File: src/rtl/alu_mc.sv
// alu_mc: multi-cycle ALU. ADD/SUB/AND/OR/XOR complete in one cycle; MUL is an
// iterative shift-add giving the full 2*WIDTH product on {hi_o,data_o}.
// Define ALU_DIV_EN to add the restoring unsigned divider (opcode 1000):
// quotient on data_o, remainder on hi_o.
// Ports: clk_i/rst_i (async, active-high), start_i, ALUCtrl_i, data1_i, data2_i
// in; data_o, hi_o, zero_o, busy_o, done_o out (all registered).
module alu_mc #(
  parameter int unsigned WIDTH = 32
) (
  input  logic             clk_i,
  input  logic             rst_i,
  input  logic             start_i,
  input  logic [3:0]       ALUCtrl_i,
  input  logic [WIDTH-1:0] data1_i,
  input  logic [WIDTH-1:0] data2_i,
  output logic [WIDTH-1:0] data_o,
  output logic [WIDTH-1:0] hi_o,
  output logic             zero_o,
  output logic             busy_o,
  output logic             done_o
);

  localparam int unsigned CNT_W = $clog2(WIDTH + 1);

  typedef enum logic [3:0] {
    OP_AND  = 4'b0000,
    OP_OR   = 4'b0001,
    OP_ADD  = 4'b0010,
    OP_XOR  = 4'b0011,
    OP_SUB  = 4'b0110,
    OP_DIVU = 4'b1000,
    OP_MUL  = 4'b1111
  } alu_op_e;

  typedef enum logic {
    S_IDLE,
    S_ITER
  } state_e;

  state_e             state_q, state_d;
  logic [CNT_W-1:0]   cnt_q, cnt_d;
  logic [WIDTH-1:0]   acc_hi_q, acc_hi_d;
  logic [WIDTH-1:0]   acc_lo_q, acc_lo_d;
  logic [WIDTH-1:0]   opnd_q, opnd_d;
  logic [WIDTH-1:0]   data_q, data_d;
  logic [WIDTH-1:0]   hi_q, hi_d;
  logic               zero_q, zero_d;
  logic               done_q, done_d;
`ifdef ALU_DIV_EN
  logic               div_q, div_d;
  logic [WIDTH:0]     div_shift;
  logic [WIDTH-1:0]   div_diff;
`endif

  logic [WIDTH-1:0]   sc_res;
  logic [WIDTH:0]     mul_sum;
  logic [WIDTH-1:0]   step_hi;
  logic [WIDTH-1:0]   step_lo;

  always_comb begin
    sc_res = '0;
    case (ALUCtrl_i)
      OP_ADD:  sc_res = data1_i + data2_i;
      OP_SUB:  sc_res = data1_i - data2_i;
      OP_AND:  sc_res = data1_i & data2_i;
      OP_OR:   sc_res = data1_i | data2_i;
      OP_XOR:  sc_res = data1_i ^ data2_i;
      default: sc_res = '0;
    endcase
  end

  // acc_hi/acc_lo form one 2*WIDTH shift register shared by both iterative ops.
  // MUL: acc_lo starts as the multiplier and is shifted out LSB-first while the
  // partial product shifts in from the top. DIVU: acc_lo starts as the dividend
  // and is shifted out MSB-first while quotient bits shift in at the bottom.
  always_comb begin
    mul_sum = {1'b0, acc_hi_q} + {1'b0, {WIDTH{acc_lo_q[0]}} & opnd_q};
    step_hi = mul_sum[WIDTH:1];
    step_lo = {mul_sum[0], acc_lo_q[WIDTH-1:1]};
`ifdef ALU_DIV_EN
    div_shift = {acc_hi_q, acc_lo_q[WIDTH-1]};
    div_diff  = div_shift[WIDTH-1:0] - opnd_q;
    if (div_q) begin
      if (div_shift >= {1'b0, opnd_q}) begin
        step_hi = div_diff;
        step_lo = {acc_lo_q[WIDTH-2:0], 1'b1};
      end else begin
        step_hi = div_shift[WIDTH-1:0];
        step_lo = {acc_lo_q[WIDTH-2:0], 1'b0};
      end
    end
`endif
  end

  always_comb begin
    state_d  = state_q;
    cnt_d    = cnt_q;
    acc_hi_d = acc_hi_q;
    acc_lo_d = acc_lo_q;
    opnd_d   = opnd_q;
    data_d   = data_q;
    hi_d     = hi_q;
    zero_d   = zero_q;
    done_d   = 1'b0;
`ifdef ALU_DIV_EN
    div_d    = div_q;
`endif
    case (state_q)
      S_IDLE: begin
        if (start_i) begin
          if (ALUCtrl_i == OP_MUL) begin
            state_d  = S_ITER;
            cnt_d    = CNT_W'(WIDTH);
            acc_hi_d = '0;
            acc_lo_d = data2_i;
            opnd_d   = data1_i;
`ifdef ALU_DIV_EN
            div_d    = 1'b0;
          end else if (ALUCtrl_i == OP_DIVU) begin
            state_d  = S_ITER;
            cnt_d    = CNT_W'(WIDTH);
            acc_hi_d = '0;
            acc_lo_d = data1_i;
            opnd_d   = data2_i;
            div_d    = 1'b1;
`endif
          end else begin
            data_d = sc_res;
            hi_d   = '0;
            zero_d = (sc_res == '0);
            done_d = 1'b1;
          end
        end
      end
      S_ITER: begin
        cnt_d    = cnt_q - CNT_W'(1);
        acc_hi_d = step_hi;
        acc_lo_d = step_lo;
        if (cnt_q == CNT_W'(1)) begin
          state_d = S_IDLE;
          data_d  = step_lo;
          hi_d    = step_hi;
          zero_d  = (step_lo == '0);
          done_d  = 1'b1;
        end
      end
      default: state_d = S_IDLE;
    endcase
  end

  always_ff @(posedge clk_i or posedge rst_i) begin
    if (rst_i) begin
      state_q  <= S_IDLE;
      cnt_q    <= '0;
      acc_hi_q <= '0;
      acc_lo_q <= '0;
      opnd_q   <= '0;
      data_q   <= '0;
      hi_q     <= '0;
      zero_q   <= 1'b1;
      done_q   <= 1'b0;
`ifdef ALU_DIV_EN
      div_q    <= 1'b0;
`endif
    end else begin
      state_q  <= state_d;
      cnt_q    <= cnt_d;
      acc_hi_q <= acc_hi_d;
      acc_lo_q <= acc_lo_d;
      opnd_q   <= opnd_d;
      data_q   <= data_d;
      hi_q     <= hi_d;
      zero_q   <= zero_d;
      done_q   <= done_d;
`ifdef ALU_DIV_EN
      div_q    <= div_d;
`endif
    end
  end

  assign data_o = data_q;
  assign hi_o   = hi_q;
  assign zero_o = zero_q;
  assign done_o = done_q;
  assign busy_o = (state_q == S_ITER);

endmodule

File: config.mk
export PLATFORM = sky130hd
export DESIGN_NAME = alu_mc
export DESIGN_NICKNAME = d
export VERILOG_FILES = /design/src/rtl/alu_mc.sv
export SDC_FILE = /design/constraint.sdc
export NUM_CORES = 1
export LEC_CHECK = 0
export BUFFER_PORTS_ARGS = -buffer_cell sky130_fd_sc_hd__buf_2
export CAP_MARGIN = 25
export CORE_MARGIN = 5
export CORE_UTILIZATION = 40
export DETAILED_ROUTE_END_ITERATION = 10
export GPL_TIMING_DRIVEN = 0
export HOLD_SLACK_MARGIN = 0.15
export PLACE_DENSITY = 0.69
export SLEW_MARGIN = 20
export SYNTH_ARGS = -nofsm -noshare
export SYNTH_HDL_FRONTEND = slang
export SYNTH_SLANG_ARGS = --single-unit
export TNS_END_PERCENT = 5
File: constraint.sdc
create_clock -name clk_i -period 6 [get_ports clk_i]
set_input_delay 0.6 -clock clk_i [delete_from_list [all_inputs] [get_ports clk_i]]
set_output_delay 0.6 -clock clk_i [all_outputs]
set_load 0.02 [all_outputs]
## Word level (Yosys, flattened, before mapping)

Cells that the tools add are included.

| word-level totals | value |
|---|---|
| register bits after elaboration | 169 |
| input port bits | 71 |
| output and inout port bits | 67 |
| logic and storage cells | 64 |

| cells by class | value |
|---|---|
| $add $sub $neg | 4 |
| eq/ne operators | 10 |
| muxes and demuxes | 30 |
| bitwise operators | 5 |
| reduce and logical (&&, ||, !) cells | 6 |

Operators with widths:

| operator | count |
|---|---|
| 32-bit 2-to-1 mux | 10 |
| 32-bit one-hot mux with 2 select lines | 4 |
| 32-bit one-hot mux with 5 select lines | 1 |
| 32-bit AND | 2 |
| 32-bit logical NOT | 2 |
| 32-bit by 32-bit adder with 33-bit output | 1 |
| 32-bit adder | 1 |
| 32-bit OR | 1 |
| 32-bit subtractor | 1 |
| 32-bit XOR | 1 |
| 6-bit 2-to-1 mux | 2 |
| 6-bit one-hot mux with 2 select lines | 1 |
| 1-bit 2-to-1 mux | 9 |
| 4-bit by 2-bit equality test with 1-bit output, second input constant | 2 |
| 6-bit by 1-bit equality test with 1-bit output, second input constant | 1 |
| 2-bit != test, second input constant | 3 |
| 1-bit one-hot mux with 2 select lines | 3 |
| 3-bit AND reduction | 2 |
| 6-bit by 1-bit subtractor with 6-bit output, second input constant | 1 |
| 4-bit by 1-bit equality test with 1-bit output, second input constant | 1 |
| 4-bit by 3-bit equality test with 1-bit output, second input constant | 1 |
| 4-bit equality test, second input constant | 1 |
| 4-bit logical NOT | 1 |
| 2-bit by 1-bit != test with 1-bit output, second input constant | 1 |
| 2 further kinds | 2 |

## Depth between registers and ports, before layout

| depth | value |
|---|---|
| depth after elaboration | 6 |
| mapped depth | 20 |
| depth with buffers taken out | 20 |

## Worst setup path after synthesis

OpenSTA, ideal clock, no wires.

| path | value |
|---|---|
| kind | input port to flip-flop |
| from | input port ALUCtrl_i[1] |
| to | register zero_q (netlist: zero_o) |
| library setup time | 0.086 ns |
| arrival time | 5.032 ns |
| required time | 5.914 ns |
| slack | 0.882 ns |
| stages on the path | 19 |
| path buffers | 4 |
| cell sequence | clkbuf_1 > nor3b_1 > clkbuf_1 > clkbuf_1 > nand2_1 > clkbuf_1 > o21ai_0 > inv_1 > ha_1 > nor2b_1 > o31a_1 > o211ai_2 > o211ai_1 > a31oi_1 > o31ai_1 > xor2_1 > a211oi_1 > nand4b_1 > o31ai_2 |

| on the way | value |
|---|---|
| longest elaborated chain between the ends | 6 |
| elaborated cells between the ends (all ways) | 13 |
| classes of those cells | eq/ne (6); mux (4); reduce/logical (3) |

RTL lines:

| item | RTL line | source |
|---|---|---|
| from (decl) | 13 | `input logic [3:0] ALUCtrl_i,` |
| 4-bit by 2-bit equality test with 1-bit output (tied with other cells) | 62 | `case (ALUCtrl_i)` |
| 32-bit one-hot mux with 5 select lines | 62 |  |
| 32-bit logical NOT | 130 | `zero_d = (sc_res == '0);` |
| 1-bit 2-to-1 mux | 111 | `if (ALUCtrl_i == OP_MUL) begin` |
| 1-bit 2-to-1 mux | 110 | `if (start_i) begin` |
| 1-bit one-hot mux with 2 select lines | 108 | `case (state_q)` |
| to (signal assigned) | 173 | `zero_q <= zero_d;` |
| to (decl) | 47 | `logic zero_q, zero_d;` |

Several ways; a longest one is shown, not always the timed one. The select of a mux whose other input is x is not followed.
A chain may end at the register's enable or synchronous reset.

## Worst setup path after layout

Same ends and word-level chain as after synthesis.

==> results.yml <==
clocking:
  htreeDepth: 4
  clockBufferDepth: 2
  numCtsBuffers: 17
  clockRootBuffer: "clkbuf_16"
  clk_pin_slew_ns: 0.07
  holdBufCountCts: 0
  cts_tree: "yes"
  clkLatencyLatePin_ns: 0.44
  cts_sinks: 169
grt:
  grt_pass1_wl_um: 68320
  grt_pass1_vias: 12340
  grt_max_degree: 95
  grt.total_usage_pct: 24.00
  antenna_found_initial: 0
  overflow: 0
drt:
  drt_iter0_markers: 1210
  antenna_left: 0
  drt-pass1-iter-count: 6
  wl_per_cell_um: 20.38
  vias: 12300
  drc: 0
  viasPerCell: 5.673
  routed_wl_um: 44180
pwr:
  total_leakage_power_nw: 7.074
  peakVddDrop_mv: 0.2524
  powerDensity_mw_per_mm2: 452.6
  fin_total_pwr_w: 0.006743
final_layout:
  utilization_pct: 46.02
  register_area_mm2: 0.004230
  multi_input_area_mm2: 0.008143
  antennaDiodeCount: 0
  layout.nets: 1917
  drive_gt1_share_pct: 13.21
  syn2layout_area_growth_pct: 14.07
  nFillCells: 3268
placed_design:
  port_buffers: 135
  gp_congestion: 0.9831
  dp_hpwl_um: 35570
  post-place-ws_ns: -0.6935
yosys:
  synthCells: 1559
  yosys_most_used_dff: "dfrtp_1"
  synth_edf_count: 0
  synth_top_area_cell: "dfrtp_1"
  yosysWarnings: 0
  yosysSeqAreaShare_pct: 32.39
  synth_cell_types: 77
  synthTopCellsByArea: "dfrtp_1, ha_1, nand2_1"
  yosys.area.top_type_share_pct: 32.19
  ys_async_sr_fraction_pct: 100.0
  synth_area_mm2: 0.01306
  ys_seq_elements: 169
  syn-num-nets: 1762
  avgSynthCellArea_um2: 8.377
worst_setup_path:
  criticalPathCategory: "in2reg"
  crit_arrival_ns: 5.97
  reg2reg_slack_ns: 2.06
  cp-start-kind: "primary input"
  slowest_stage: "nor3b_2"
  cp.required_ns: 6.36
  critPathCaptureType: "register"
  path_buf_inv: 4
  cp_cell_sequence: "clkbuf_1 -> nor3b_2 -> buf_4 -> clkbuf_2 -> nand2_1 -> clkbuf_1 -> o21ai_1 -> fa_1 -> nor2b_1 -> o31ai_2 -> a21oi_2 -> or3_1 -> a31o_1 -> nor4_1 -> nand4_1 -> nor4_1 -> nand4b_1 -> o31ai_2"
  path_max_fanout: 14
  worst_path_largest_cell_delay_ns: 0.48
  cp_top_family: "simple AND/OR/NAND/NOR gates"
die:
  rows: 66
  die_y_um: 190.7
  die_x_um: 190.7
  io_pins: 138
  core-area_mm2: 0.03237
  start_util_pct: 40.34
  dieArea_mm2: 0.03636
timing:
  rsz0062_at_grt: "no"
  post-route-period-util_pct: 93.60
  fin_crit_ns: 5.616
  fmax_ghz: 0.1781
  setup_viol: 0
  finClkSkew_ns: 0.01534
  setup_ws_ns: 0.3840
  worst_pin_slew_ns: 0.8767
  slew_headroom_pct: 41.55
  finalMaxSlewViolations: 0
  hold_ws_ns: 0.2328
  finalHoldViolCount: 0
flow_run:
  drv_cap: 0
min_path:
  hold_class: "in2async"
outcome:
  outcome: "complete, no violations"
-- synthesized netlist by cell type (4+ instances only) --
master,n
o22ai_1,8
a21o_1,28
xnor2_1,56
buf_2,4
nand4_1,19
nor2b_1,8
xor2_1,14
nand3_1,25
buf_1,4
o21ai_1,30
and3_1,8
o31ai_1,28
o21ai_0,91
o32a_1,4
nor3b_1,7
a32oi_1,7
nand2b_1,20
a21oi_1,85
o211ai_1,15
o21bai_1,10
a22o_1,12
inv_1,101
o21a_1,19
nor2_1,108
clkbuf_1,70
and2_1,36
a22oi_1,22
nand2_1,218
a31oi_1,15
mux2i_1,21
dfrtp_1,168
or3_1,9
a211oi_1,11
ha_1,130
o41ai_1,7
nor3_1,24
nand3b_1,5
a2111oi_0,6
mux2_2,35
nor4_1,11
a211o_1,5
-- cell families (layout without fill, tap and decap cells) --
group | after synthesis | count (layout) | synth area share, %
AOI/OAI and AO/OA | 436 | 436 | 21.85
xor gates and xnor gates | 70 | 70 | 4.694
adders and majority gates | 132 | 132 | 12.76
buffers and inverters | 182 | 349 | 5.298
DFF | 169 | 169 | 32.39
muxes | 58 | 58 | 4.800
and+or+nand+nor | 512 | 512 | 18.20
-- sequential cells by signal, summed over array words and instances (netlist names) --
register / cells
acc_hi_q: 32
acc_lo_q: 32
data_o: 32
hi_o: 32
opnd_q: 32
cnt_q: 6
busy_o: 1
done_o: 1
zero_o: 1
-- power breakdown --
group / switching, W / internal, W / total [W]
Combinational: 0.00229 / 0.00138 / 0.00367
Clock: 0.000508 / 0.000579 / 0.00109
Sequential: 0.000348 / 0.00164 / 0.00199
-- metrics by stage --
step	std cells	TNS [ns]	cell area, um^2
after floorplan	1559	0	13060
after global placement	2136	-204.20	14290
after detailed placement	2138	-4.688	14340
after CTS	2168	0	14900
after global routing	2168	0	14900
final	2168	0	14900
-- timing repair --
| item | 4_1_cts | 5_1_grt |
|---|---|---|
| hold endpoints to repair | 0 | 0 |
| resized for setup | 0 | 3 |
| endpoints found under the setup margin | 6 | 8 |
| buffers inserted | 0 | 0 |
-- worst paths after layout --
| kind | startpoint | endpoint | depth (start not counted) |
|---|---|---|---|
| setup / recovery | ALUCtrl_i[1] | zero_o | 18 |
| hold / removal | rst_i | hi_o[9] | 2 |
| setup reg to reg | acc_lo_q[0] | hi_o[30] | 13 |
| hold reg to reg | data_o[8] | data_o[8] | 1 |
| max in group asynchronous | rst_i | zero_o | 3 |
| min in group clk_i | data1_i[0] | opnd_q[0] | 2 |
-- area by class of cell --
class	instances	share of cell area, %
Sequential cell	169	28.40
Buffer	78	2.032
Clock inverter	14	0.9322
Tap cell	442	3.712
Multi-Input combinational cell	1208	54.66
Inverter	103	2.646
Timing Repair Buffer	137	4.770
Clock buffer	17	2.855
-- cell usage in the layout (no fill, tap or decap), types with 17 or more instances in the layout --
| cell | n |
|---|---|
| nand2b_1 | 20 |
| nand2_1 | 218 |
| clkbuf_16 | 17 |
| nor3_1 | 24 |
| xnor2_1 | 56 |
| o21a_1 | 19 |
| nand4_1 | 19 |
| a22oi_1 | 22 |
| clkbuf_1 | 68 |
| buf_2 | 139 |
| dfrtp_1 | 168 |
| a21oi_1 | 85 |
| o31ai_1 | 28 |
| inv_1 | 100 |
| nor2_1 | 108 |
| nand3_1 | 25 |
| a21o_1 | 28 |
| and2_1 | 36 |
| ha_1 | 130 |
| mux2i_1 | 21 |
| o21ai_0 | 90 |
| o21ai_1 | 31 |
| mux2_2 | 35 |
-- routing by layer --
metal	GRT usage [%]	vias to the layer above	part of all wire, %
li1	-	5845	-
met1	30.90	5889	43
met2	40.38	456	47
met3	3.497	109	5.7
met4	10.17	0	4.0
met5	0	-	0
No activity file was read; power rests on OpenSTA's default activity.
